===== src/rtl/trainer_stim_sequencer_pkg.sv =====
// rtl/trainer_stim_sequencer_pkg.sv - shared types and constants for the trainer stimulus sequencer
package trainer_pkg;

  localparam int GATE_W = 7;
  localparam int ROWS   = 4;

  typedef enum logic [2:0] {
    ST_IDLE,
    ST_SETTLE,
    ST_CAPTURE,
    ST_DWELL,
    ST_WAIT_STEP,
    ST_PRESENT
  } state_t;

  // Bit position of each gate output within gates_in / a table row.
  typedef enum int {
    GATE_XNOR  = 0,
    GATE_XOR   = 1,
    GATE_NOR   = 2,
    GATE_NAND  = 3,
    GATE_NOT_A = 4,
    GATE_OR    = 5,
    GATE_AND   = 6
  } gate_pos_e;

  function automatic int row_lsb(input logic [1:0] row);
    return int'(row) * GATE_W;
  endfunction

endpackage


===== src/rtl/trainer_stim_sequencer_if.sv =====
// rtl/trainer_stim_sequencer_if.sv - truth-table delivery handshake
interface trainer_stim_sequencer_if;
  import trainer_pkg::*;

  logic [ROWS*GATE_W-1:0] table_data;
  logic                   table_valid;
  logic                   table_ready;

  modport master (output table_data, output table_valid, input table_ready);
  modport slave  (input table_data, input table_valid, output table_ready);

endinterface


===== src/rtl/trainer_stim_sequencer_btn_debounce.sv =====
// rtl/trainer_stim_sequencer_btn_debounce.sv - button synchroniser, debouncer and rising-edge pulse
module btn_debounce #(
  parameter int DEBOUNCE_CYCLES = 16
) (
  input  logic clk,
  input  logic rst_n,
  input  logic ena,
  input  logic raw,
  output logic pulse
);

  localparam int CW = $clog2(DEBOUNCE_CYCLES);

  logic          sync1_q;
  logic          sync2_q;
  logic          stable_q;
  logic [CW-1:0] cnt_q;

  // The counter only runs while the synchronised level disagrees with the
  // accepted level; any return to agreement restarts it, so short glitches die.
  always_ff @(posedge clk or negedge rst_n) begin
    if (!rst_n) begin
      sync1_q  <= 1'b0;
      sync2_q  <= 1'b0;
      stable_q <= 1'b0;
      cnt_q    <= '0;
      pulse    <= 1'b0;
    end else if (ena) begin
      sync1_q <= raw;
      sync2_q <= sync1_q;
      pulse   <= 1'b0;
      if (sync2_q != stable_q) begin
        if (cnt_q == CW'(DEBOUNCE_CYCLES - 1)) begin
          stable_q <= sync2_q;
          cnt_q    <= '0;
          pulse    <= sync2_q;
        end else begin
          cnt_q <= cnt_q + CW'(1);
        end
      end else begin
        cnt_q <= '0;
      end
    end
  end

endmodule


===== src/rtl/trainer_stim_sequencer.sv =====
// rtl/trainer_stim_sequencer.sv - sweeps a/b through 00..11, captures gate outputs into a truth table
module trainer_stim_sequencer
  import trainer_pkg::*;
#(
  parameter int DEBOUNCE_CYCLES = 16,
  parameter int SETTLE_CYCLES   = 2,
  parameter int DWELL_CYCLES    = 1000
) (
  input  logic              clk,
  input  logic              rst_n,
  input  logic              ena,
  input  logic              btn_step,
  input  logic              mode_auto,
  input  logic              start,
  input  logic [GATE_W-1:0] gates_in,
  output logic              a,
  output logic              b,
  output logic [1:0]        row_idx,
  output logic              busy,
  trainer_stim_sequencer_if.master tbl
);

  localparam int CNT_MAX = (SETTLE_CYCLES > DWELL_CYCLES) ? SETTLE_CYCLES : DWELL_CYCLES;
  localparam int CNT_W   = $clog2(CNT_MAX + 1);

  state_t                 state_q, state_d;
  logic [CNT_W-1:0]       cnt_q;
  logic [1:0]             row_q;
  logic                   auto_q;
  logic [GATE_W-1:0]      sample_q;
  logic [ROWS*GATE_W-1:0] table_q;
  logic                   step;
  logic                   settle_done;
  logic                   dwell_done;

  btn_debounce #(.DEBOUNCE_CYCLES(DEBOUNCE_CYCLES)) u_btn (
    .clk   (clk),
    .rst_n (rst_n),
    .ena   (ena),
    .raw   (btn_step),
    .pulse (step)
  );

  assign settle_done = (cnt_q == CNT_W'(SETTLE_CYCLES - 1));
  assign dwell_done  = (cnt_q == CNT_W'(DWELL_CYCLES - 1));

  always_ff @(posedge clk or negedge rst_n) begin
    if (!rst_n)   state_q <= ST_IDLE;
    else if (ena) state_q <= state_d;
  end

  always_comb begin
    state_d = state_q;
    case (state_q)
      ST_IDLE:      if (start) state_d = ST_SETTLE;
      ST_SETTLE:    if (settle_done) state_d = ST_CAPTURE;
      ST_CAPTURE: begin
        if (row_q == 2'(ROWS - 1)) state_d = ST_PRESENT;
        else if (auto_q)           state_d = ST_DWELL;
        else                       state_d = ST_WAIT_STEP;
      end
      ST_DWELL:     if (dwell_done) state_d = ST_SETTLE;
      ST_WAIT_STEP: if (step) state_d = ST_SETTLE;
      ST_PRESENT:   if (tbl.table_ready) state_d = ST_IDLE;
      default:      state_d = ST_IDLE;
    endcase
  end

  always_comb begin
    busy            = (state_q != ST_IDLE);
    tbl.table_valid = (state_q == ST_PRESENT);
  end

  // Row advances on the edge that enters SETTLE, so a/b (taken straight from
  // row_q) are registered and change exactly on that edge.
  always_ff @(posedge clk or negedge rst_n) begin
    if (!rst_n) begin
      cnt_q    <= '0;
      row_q    <= 2'd0;
      auto_q   <= 1'b0;
      sample_q <= '0;
      table_q  <= '0;
    end else if (ena) begin
      case (state_q)
        ST_IDLE: if (start) begin
          auto_q  <= mode_auto;
          row_q   <= 2'd0;
          table_q <= '0;
          cnt_q   <= '0;
        end
        ST_SETTLE: begin
          if (settle_done) begin
            cnt_q    <= '0;
            sample_q <= gates_in;
          end else begin
            cnt_q <= cnt_q + CNT_W'(1);
          end
        end
        ST_CAPTURE: table_q[row_lsb(row_q) +: GATE_W] <= sample_q;
        ST_DWELL: begin
          if (dwell_done) begin
            cnt_q <= '0;
            row_q <= row_q + 2'd1;
          end else begin
            cnt_q <= cnt_q + CNT_W'(1);
          end
        end
        ST_WAIT_STEP: if (step) row_q <= row_q + 2'd1;
        ST_PRESENT:   if (tbl.table_ready) row_q <= 2'd0;
        default: ;
      endcase
    end
  end

  assign a              = row_q[1];
  assign b              = row_q[0];
  assign row_idx        = row_q;
  assign tbl.table_data = table_q;

endmodule


===== src/flat_wrapper.sv =====
// flat-port wrapper written by rule: the top's interface ports become plain ports
module trainer_stim_sequencer_flat import trainer_pkg::*;
#(
  parameter int DEBOUNCE_CYCLES = 16,
  parameter int SETTLE_CYCLES   = 2,
  parameter int DWELL_CYCLES    = 1000
)
  (clk, rst_n, ena, btn_step, mode_auto, start, gates_in, a, b, row_idx, busy, tbl_table_data, tbl_table_valid, tbl_table_ready);
  trainer_stim_sequencer_if tbl_i ();
  input  logic clk;
  input  logic rst_n;
  input  logic ena;
  input  logic btn_step;
  input  logic mode_auto;
  input  logic start;
  input  logic [GATE_W-1:0] gates_in;
  output logic a;
  output logic b;
  output logic [1:0] row_idx;
  output logic busy;
  output wire logic [$bits(tbl_i.table_data)-1:0] tbl_table_data;
  output wire logic [$bits(tbl_i.table_valid)-1:0] tbl_table_valid;
  input wire logic [$bits(tbl_i.table_ready)-1:0] tbl_table_ready;
  assign tbl_table_data = tbl_i.table_data;
  assign tbl_table_valid = tbl_i.table_valid;
  assign tbl_i.table_ready = tbl_table_ready;
  trainer_stim_sequencer #(.DEBOUNCE_CYCLES(DEBOUNCE_CYCLES), .SETTLE_CYCLES(SETTLE_CYCLES), .DWELL_CYCLES(DWELL_CYCLES)) u_core (.clk(clk), .rst_n(rst_n), .ena(ena), .btn_step(btn_step), .mode_auto(mode_auto), .start(start), .gates_in(gates_in), .a(a), .b(b), .row_idx(row_idx), .busy(busy), .tbl(tbl_i));
endmodule

===== config.mk =====
export PLATFORM = sky130hd
export DESIGN_NAME = trainer_stim_sequencer_flat
export DESIGN_NICKNAME = d
export VERILOG_FILES = /design/src/rtl/trainer_stim_sequencer_pkg.sv /design/src/rtl/trainer_stim_sequencer_if.sv /design/src/rtl/trainer_stim_sequencer_btn_debounce.sv /design/src/rtl/trainer_stim_sequencer.sv /design/src/flat_wrapper.sv
export SDC_FILE = /design/constraint.sdc
export NUM_CORES = 1
export LEC_CHECK = 0
export ABC_AREA = 1
export BUFFER_PORTS_ARGS = -buffer_cell sky130_fd_sc_hd__buf_2
export CAP_MARGIN = 10
export CELL_PAD_IN_SITES_DETAIL_PLACEMENT = 1
export CELL_PAD_IN_SITES_GLOBAL_PLACEMENT = 1
export CORE_MARGIN = 1
export CORE_UTILIZATION = 38
export CTS_CLUSTER_DIAMETER = 80
export CTS_CLUSTER_SIZE = 24
export DETAILED_ROUTE_END_ITERATION = 12
export PLACE_DENSITY = 0.78
export SETUP_SLACK_MARGIN = 0.2
export SLEW_MARGIN = 10
export SYNTH_ARGS = -nofsm -noshare
export SYNTH_HDL_FRONTEND = slang
export SYNTH_HIERARCHICAL = 1
export SYNTH_SLANG_ARGS = --single-unit

===== constraint.sdc =====
create_clock -name clk -period 1.5 [get_ports clk]
set_input_delay 0.45 -clock clk [delete_from_list [all_inputs] [get_ports clk]]
set_output_delay 0.45 -clock clk [all_outputs]
set_load 0.03 [all_outputs]

### After elaboration in Yosys (flattened, before gate mapping)

Cells that the tools add are included.

| storage, ports and cells | value |
|---|---|
| word-level logic and storage cells | 69 |
| register bits | 59 |
| output and inout port bits | 34 |
| input bits | 14 |

| cells by class | value |
|---|---|
| multipliers | 1 |
| reductions and logical operators | 12 |
| mux-type cells | 24 |
| shift-type cells | 2 |
| equality and inequality tests | 15 |
| add/sub/neg operators | 4 |

Operators by type and width:

| cell | number |
|---|---|
| $pmux W28 S2 | 1 |
| $neg A32 Y33 | 1 |
| $shift A7 B33 Y28 const A | 1 |
| $shiftx A7 B33 Y28 | 1 |
| $mux W10 | 3 |
| $pmux W10 S3 | 1 |
| $bwmux W28 | 1 |
| $mux W28 | 1 |
| $mux W3 | 7 |
| $pmux W3 S6 | 1 |
| $reduce_and A3 Y1 | 5 |
| $reduce_and A6 Y1 | 2 |
| $add A10 B1 Y10 const B | 1 |
| $eq A10 B1 Y1 const B | 1 |
| $eq A10 B10 Y1 const B | 1 |
| $mux W2 | 4 |
| $mux W4 | 2 |
| $pmux W2 S4 | 1 |
| $eq A3 B2 Y1 const B | 2 |
| $eq A3 B3 Y1 const B | 2 |
| $ne A2 B1 Y1 const B | 3 |
| $reduce_bool A3 Y1 | 2 |
| $mul A2 B3 Y5 const B | 1 |
| $add A4 B1 Y4 const B | 1 |
| 10 further kinds | 12 |

### Depth between registers and ports, before layout

| depth | value |
|---|---|
| depth in word-level cells | 5 |
| gate-level depth with buffers | 10 |
| depth with buffers taken out | 9 |

### Modules after synthesis

Netlist, hierarchy kept.

Modules (own cells, without submodules):

| module | cells each | area an instance (µm²) | seq. area each (µm²) | instances |
|---|---|---|---|---|
| trainer_stim_sequencer | 371 | 2929.1 | 1276.2 | 1 |
| btn_debounce | 50 | 400.4 | 200.2 | 1 |

### Worst setup path after synthesis

No wires, ideal clock.

| timing path | value |
|---|---|
| kind | reg2reg |
| from | reg u_core.row_q[0], in the netlist u_core/row_idx[0] |
| to | reg u_core.table_q[0], in the netlist u_core/tbl.table_data[0] |
| clock period less this slack | 1.878 ns |
| stages on the path, launching flop included | 9 |
| arrival time | 1.759 ns |
| path slack | -0.378 ns |
| buffers on the path | 1 |
| path through | dfrtp_1 > inv_1 > ha_1 > clkbuf_1 > inv_1 > nand4_2 > nor2_1 > nor2_1 > nor2_1 |

| between the ends | value |
|---|---|
| word-level cells in the longest chain between the ends | 5 |
| elaborated cells on any way between the ends | 6 |
| those cells by class | add/sub: 1; mul: 1; shift: 2; mux: 2 |

RTL lines:

| item | RTL line | source |
|---|---|---|
| start: declaration | trainer_stim_sequencer.sv:28 | `logic [1:0] row_q;` |
| start signal: assignment | trainer_stim_sequencer.sv:103 | `row_q <= row_q + 2'd1;` |
| start signal: assignment | trainer_stim_sequencer.sv:108 | `ST_WAIT_STEP: if (step) row_q <= row_q + 2'd1;` |
| $mul A2 B3 Y5 * | trainer_stim_sequencer_pkg.sv:28 | `return int'(row) * GATE_W;` |
| $neg A32 Y33 * | trainer_stim_sequencer.sv:99 | `ST_CAPTURE: table_q[row_lsb(row_q) +: GATE_W] <= sample_q;` |
| $shiftx A7 B33 Y28 / $shift A7 B33 Y28 (equally long branches) | trainer_stim_sequencer.sv:99 |  |
| $bwmux W28 * | trainer_stim_sequencer.sv:99 |  |
| $pmux W28 S2 * | trainer_stim_sequencer.sv:84 | `case (state_q)` |
| end signal: indexed assignment | trainer_stim_sequencer.sv:99 |  |
| end: declaration | trainer_stim_sequencer.sv:31 | `logic [ROWS*GATE_W-1:0] table_q;` |

Every way passes the cells marked *; elsewhere a longest branch is shown, timed or not.
A chain may end at the register's enable or synchronous reset.

### Final worst setup path

| timing path | value |
|---|---|
| from | reg u_core.state_q[1] |
| to | reg u_core.row_q[1], in the netlist u_core/row_idx[1] |

| between the ends | value |
|---|---|
| word-level cells in the longest chain between the ends | 3 |
| elaborated cells on any way between the ends | 11 |
| those cells by class | eq/ne: 7; mux: 1; reduce/logical: 3 |

RTL lines:

| item | RTL line | source |
|---|---|---|
| start: declaration | trainer_stim_sequencer.sv:26 | `state_t state_q, state_d;` |
| start signal: assignment | trainer_stim_sequencer.sv:49 | `else if (ena) state_q <= state_d;` |
| $eq A3 B2 Y1, or another cell as far along | trainer_stim_sequencer.sv:84 |  |
| $ne A2 B1 Y1 (no source line), or another cell as far along | n/a |  |
| $reduce_and A6 Y1 (no source line) | n/a |  |

Several ways; a longest one is shown, not always the timed one.

==> run_summary.xml <==
<?xml version="1.0" encoding="UTF-8"?>
<metrics>
  <group name="placement">
    <metric name="routabilityCongestion" unit="">0.780</metric>
    <metric name="placement.setup.worst_slack" unit="ns">-0.0365</metric>
    <metric name="estimated_wirelength_of_the_detail_placed_design" unit="µm">6490</metric>
    <metric name="port_buffers" unit="">47</metric>
  </group>
  <group name="floorplan">
    <metric name="chipHeight" unit="µm">95.6</metric>
    <metric name="num_io_pins" unit="">48</metric>
    <metric name="die_width" unit="µm">95.6</metric>
    <metric name="initial_core_utilization" unit="">0.399</metric>
    <metric name="dieArea" unit="mm²">0.00914</metric>
    <metric name="core.rowCount" unit="">33</metric>
    <metric name="core_area" unit="mm²">0.00834</metric>
  </group>
  <group name="critical_path">
    <metric name="timing.critical_path.from" unit="">u_core/state_q[1]</metric>
    <metric name="crit_required" unit="ns">1.74</metric>
    <metric name="crit_arrival" unit="ns">2.06</metric>
    <metric name="worstRegToRegCells" unit="">10</metric>
    <metric name="path_max_fanout" unit="">5</metric>
    <metric name="cp-end-kind" unit="">flip-flop</metric>
    <metric name="timing.rr.start" unit="">u_core/state_q[1]</metric>
    <metric name="worst_setup_path_start_kind" unit="">flip-flop</metric>
    <metric name="worstSetupPathType" unit="">flip-flop to flip-flop</metric>
  </group>
  <group name="final_layout">
    <metric name="fillers" unit="">893</metric>
    <metric name="finalCoreUtilization" unit="">0.688</metric>
    <metric name="ff_latch_area" unit="mm²">0.00149</metric>
    <metric name="drive_gt1_frac" unit="">0.579</metric>
    <metric name="area_growth" unit="%">72.4</metric>
    <metric name="finish.net_count" unit="">601</metric>
    <metric name="multi_input_comb_area" unit="mm²">0.00228</metric>
  </group>
  <group name="grt">
    <metric name="grt_pass1_vias" unit="">3897</metric>
    <metric name="grt_pass1_wl" unit="µm">22100</metric>
    <metric name="grt_start_max_net_pins" unit="">32</metric>
    <metric name="initial_antenna_violation_count" unit="">0</metric>
    <metric name="grt.total_usage" unit="">0.332</metric>
    <metric name="congestion_overflow_gr" unit="">0</metric>
  </group>
  <group name="hold_path">
    <metric name="worst_hold_path.num_cells" unit="">3</metric>
    <metric name="timing.hold.worst.start" unit="">btn_step</metric>
    <metric name="worst_hold_path_type" unit="">primary input to flip-flop</metric>
  </group>
  <group name="run_status">
    <metric name="status" unit="">complete, but fails checks</metric>
    <metric name="failed_checks" unit="">setup timing</metric>
  </group>
  <group name="clocking">
    <metric name="cts_tree" unit="">yes</metric>
    <metric name="clock_tree_sinks" unit="">59</metric>
    <metric name="clk-insertion-delay-late" unit="ns">0.37</metric>
    <metric name="root_cell_of_the_clock_tree" unit="">clkbuf_8</metric>
    <metric name="cts.reportedPaths.clkPinSlew" unit="ns">0.08</metric>
    <metric name="cts-buffers-inserted" unit="">9</metric>
    <metric name="max-clock-path-buffers" unit="">2</metric>
    <metric name="cts-htree-levels" unit="">3</metric>
  </group>
  <group name="detailed_routing">
    <metric name="drtIter0Drc" unit="">258</metric>
    <metric name="detail-route-antenna-nets" unit="">0</metric>
    <metric name="detail_route.first_pass.iterations" unit="">5</metric>
    <metric name="post-route-drc-count" unit="">0</metric>
    <metric name="routed_wirelength" unit="µm">19000</metric>
    <metric name="num_vias" unit="">4168</metric>
    <metric name="drt-vias-per-instance" unit="">6.03</metric>
    <metric name="detail_route.wl_per_cell" unit="µm">27.5</metric>
  </group>
  <group name="logic_synthesis">
    <metric name="library_cells_used_by_synthesis" unit="">29</metric>
    <metric name="synth_top_area_share" unit="">0.443</metric>
    <metric name="yosys_warnings" unit="">6</metric>
    <metric name="synthesized_instance_count" unit="">421</metric>
    <metric name="post_synth_main_area_contributors" unit="">dfrtp_1, nand2_1, inv_1</metric>
    <metric name="synth.avg_cell_area" unit="µm²">7.91</metric>
    <metric name="netlist_area" unit="mm²">0.00333</metric>
    <metric name="synth.ff_latch_count" unit="">59</metric>
    <metric name="synth_top_cell_by_area" unit="">dfrtp_1</metric>
    <metric name="seq_area_frac_synth" unit="">0.443</metric>
    <metric name="post_synthesis_net_count" unit="">442</metric>
  </group>
  <group name="sta">
    <metric name="max_freq" unit="MHz">551</metric>
    <metric name="setup-tns-final" unit="ns">-10.67</metric>
    <metric name="period_minus_slack" unit="ns">1.81</metric>
    <metric name="worst_margin_slew" unit="ns">0.493</metric>
    <metric name="maxSlewHeadroom" unit="">0.671</metric>
    <metric name="timing.final.ws_setup" unit="ns">-0.314</metric>
    <metric name="setup_repair_after_global_routing_missed_its_margin" unit="">yes</metric>
    <metric name="timing.clock.skew" unit="ns">0.0203</metric>
    <metric name="timing.final.max_slew_violations" unit="">0</metric>
    <metric name="layout_worst_path_cycle_share" unit="">1.21</metric>
    <metric name="whs" unit="ns">0.310</metric>
    <metric name="finalHoldViolations" unit="">0</metric>
    <metric name="setup_violations" unit="">57</metric>
  </group>
  <group name="power_and_ir_drop">
    <metric name="p_seq_frac" unit="">0.223</metric>
    <metric name="vdd.ir_drop.worst" unit="mV">1.34</metric>
    <metric name="power.density" unit="mW/mm²">1750</metric>
    <metric name="p_switching" unit="mW">5.03</metric>
    <metric name="static-leakage-power" unit="nW">2.67</metric>
    <metric name="comb_power_share" unit="">0.630</metric>
    <metric name="clock_power_frac" unit="">0.148</metric>
    <metric name="p_int" unit="mW">5.04</metric>
    <metric name="p_sw_frac" unit="">0.499</metric>
  </group>
  <group name="job">
    <metric name="max_cap_violations" unit="">0</metric>
  </group>
</metrics>
## critical path, cell delays in order, from the launching register on
cell,delay (ns)
dfrtp_2,0.47
buf_4,0.15
inv_2,0.04
buf_4,0.15
nand4_1,0.16
nand2_2,0.09
nor2_4,0.21
buf_6,0.15
nand3_4,0.10
nand2_1,0.10
nand2_1,0.08
## power groups by stage
| stage | Combinational [mW] | Clock, mW | Sequential, mW |
|---|---|---|---|
| 3_5_place_dp | 3.00 | 0 | 2.18 |
| 4_1_cts | 4.62 | 1.40 | 2.13 |
| 5_1_grt | 6.53 | 1.54 | 2.25 |
| 6_report | 6.33 | 1.49 | 2.24 |
| 3_3_place_gp | 2.91 | 0 | 2.16 |
| 2_1_floorplan | 2.12 | 0 | 2.34 |
## flip-flops by register name (all words and copies together) (netlist names)
signal                 flops
u_core/tbl.table_data     28
u_core/u_btn/cnt_q         4
u_core/auto_q              1
u_core/u_btn/stable_q      1
u_core/u_btn/sync1_q       1
u_core/cnt_q              10
u_core/row_idx             2
u_core/u_btn/pulse         1
u_core/u_btn/sync2_q       1
u_core/state_q             3
u_core/sample_q            7
## synthesized netlist by cell type
cell type / count
a21oi_1: 9
buf_2: 1
buf_4: 4
buf_6: 3
buf_8: 1
clkbuf_1: 4
dfrtp_1: 59
ha_1: 7
inv_1: 46
inv_2: 3
mux2_2: 1
nand2_1: 121
nand2_2: 15
nand2_4: 2
nand3_1: 19
nand3_2: 2
nand4_1: 17
nand4_2: 2
nor2_1: 43
nor2_2: 4
nor2_4: 4
nor3_1: 8
nor3_4: 1
nor4_1: 2
o21ai_0: 15
o21ai_1: 9
o21ai_2: 14
o21ai_4: 3
xnor2_1: 2
## through the flow
stage	total power [mW]	instance area (µm²)	std cells
2_1_floorplan	4.46	3500	421
3_3_place_gp	5.07	3910	583
3_5_place_dp	5.18	3910	583
4_1_cts	8.15	5060	654
5_1_grt	10.3	5740	690
6_report	10.1	5740	691
## layer usage
metal	vias to the layer above	GRT usage	wire length [µm]
met2	316	0.548	9210
li1	1683	-	-
met3	103	0.0718	1500
met5	-	0	0
met4	0	0.179	1180
met1	2066	0.402	7100
## layout by cell type (no fill, tap or decap), types with 8 or more instances in the layout
cell type  Yosys  layout
nand2_2       15      32
clkbuf_8       0      11
inv_1         46      37
nor2_1        43      14
nand2_1      121      88
nor2_2         4      20
nand3_1       19       9
dfrtp_1       59      50
buf_4          4      75
nand2_4        2      14
nor2_4         4      17
nand3_2        2       8
buf_2          1      13
nand4_1       17      17
o21ai_2       14      24
nand2_8        0       8
dfrtp_2        0       9
buf_6          3      57
o21ai_1        9       9
## path summary, 6_finish.rpt
check / to / slack [ns]
worst max register to register: u_core/row_idx[1] / -0.31
min in group asynchronous: u_core/u_btn/sync2_q / 0.52
worst max-delay path: u_core/row_idx[1] / -0.31
worst min-delay path: u_core/u_btn/sync1_q / 0.31
worst min register to register: u_core/u_btn/sync1_q / 0.54
max in group asynchronous: u_core/cnt_q[6] / 0.41
## area by class of cell
type / count / area share
Antenna cell: 1 / 0.000436
Clock buffer: 11 / 0.0264
Clock inverter: 5 / 0.00654
Inverter: 49 / 0.0382
Multi-Input combinational cell: 307 / 0.398
Sequential cell: 59 / 0.259
Tap cell: 105 / 0.0229
Timing Repair Buffer: 154 / 0.248
## cells by family after synthesis
kind of cell	Yosys count	share of synthesized area
mux	1	0.00338
flops	59	0.443
compound gates	50	0.101
buf+inv	62	0.0849
simple gates	240	0.336
xor+xnor	2	0.00526
fa+ha+maj	7	0.0263
## repair_timing
item                                    in CTS  in global routing
hold buffers                                 1                  0
hold endpoints to repair                     5                  0
pin swaps                                   37                 37
gates resized for setup                    151                 94
endpoints found under the setup margin      84                 85
cloned                                       8                  0
setup buffers                               46                 36
Power figures use the tool's default switching activity.
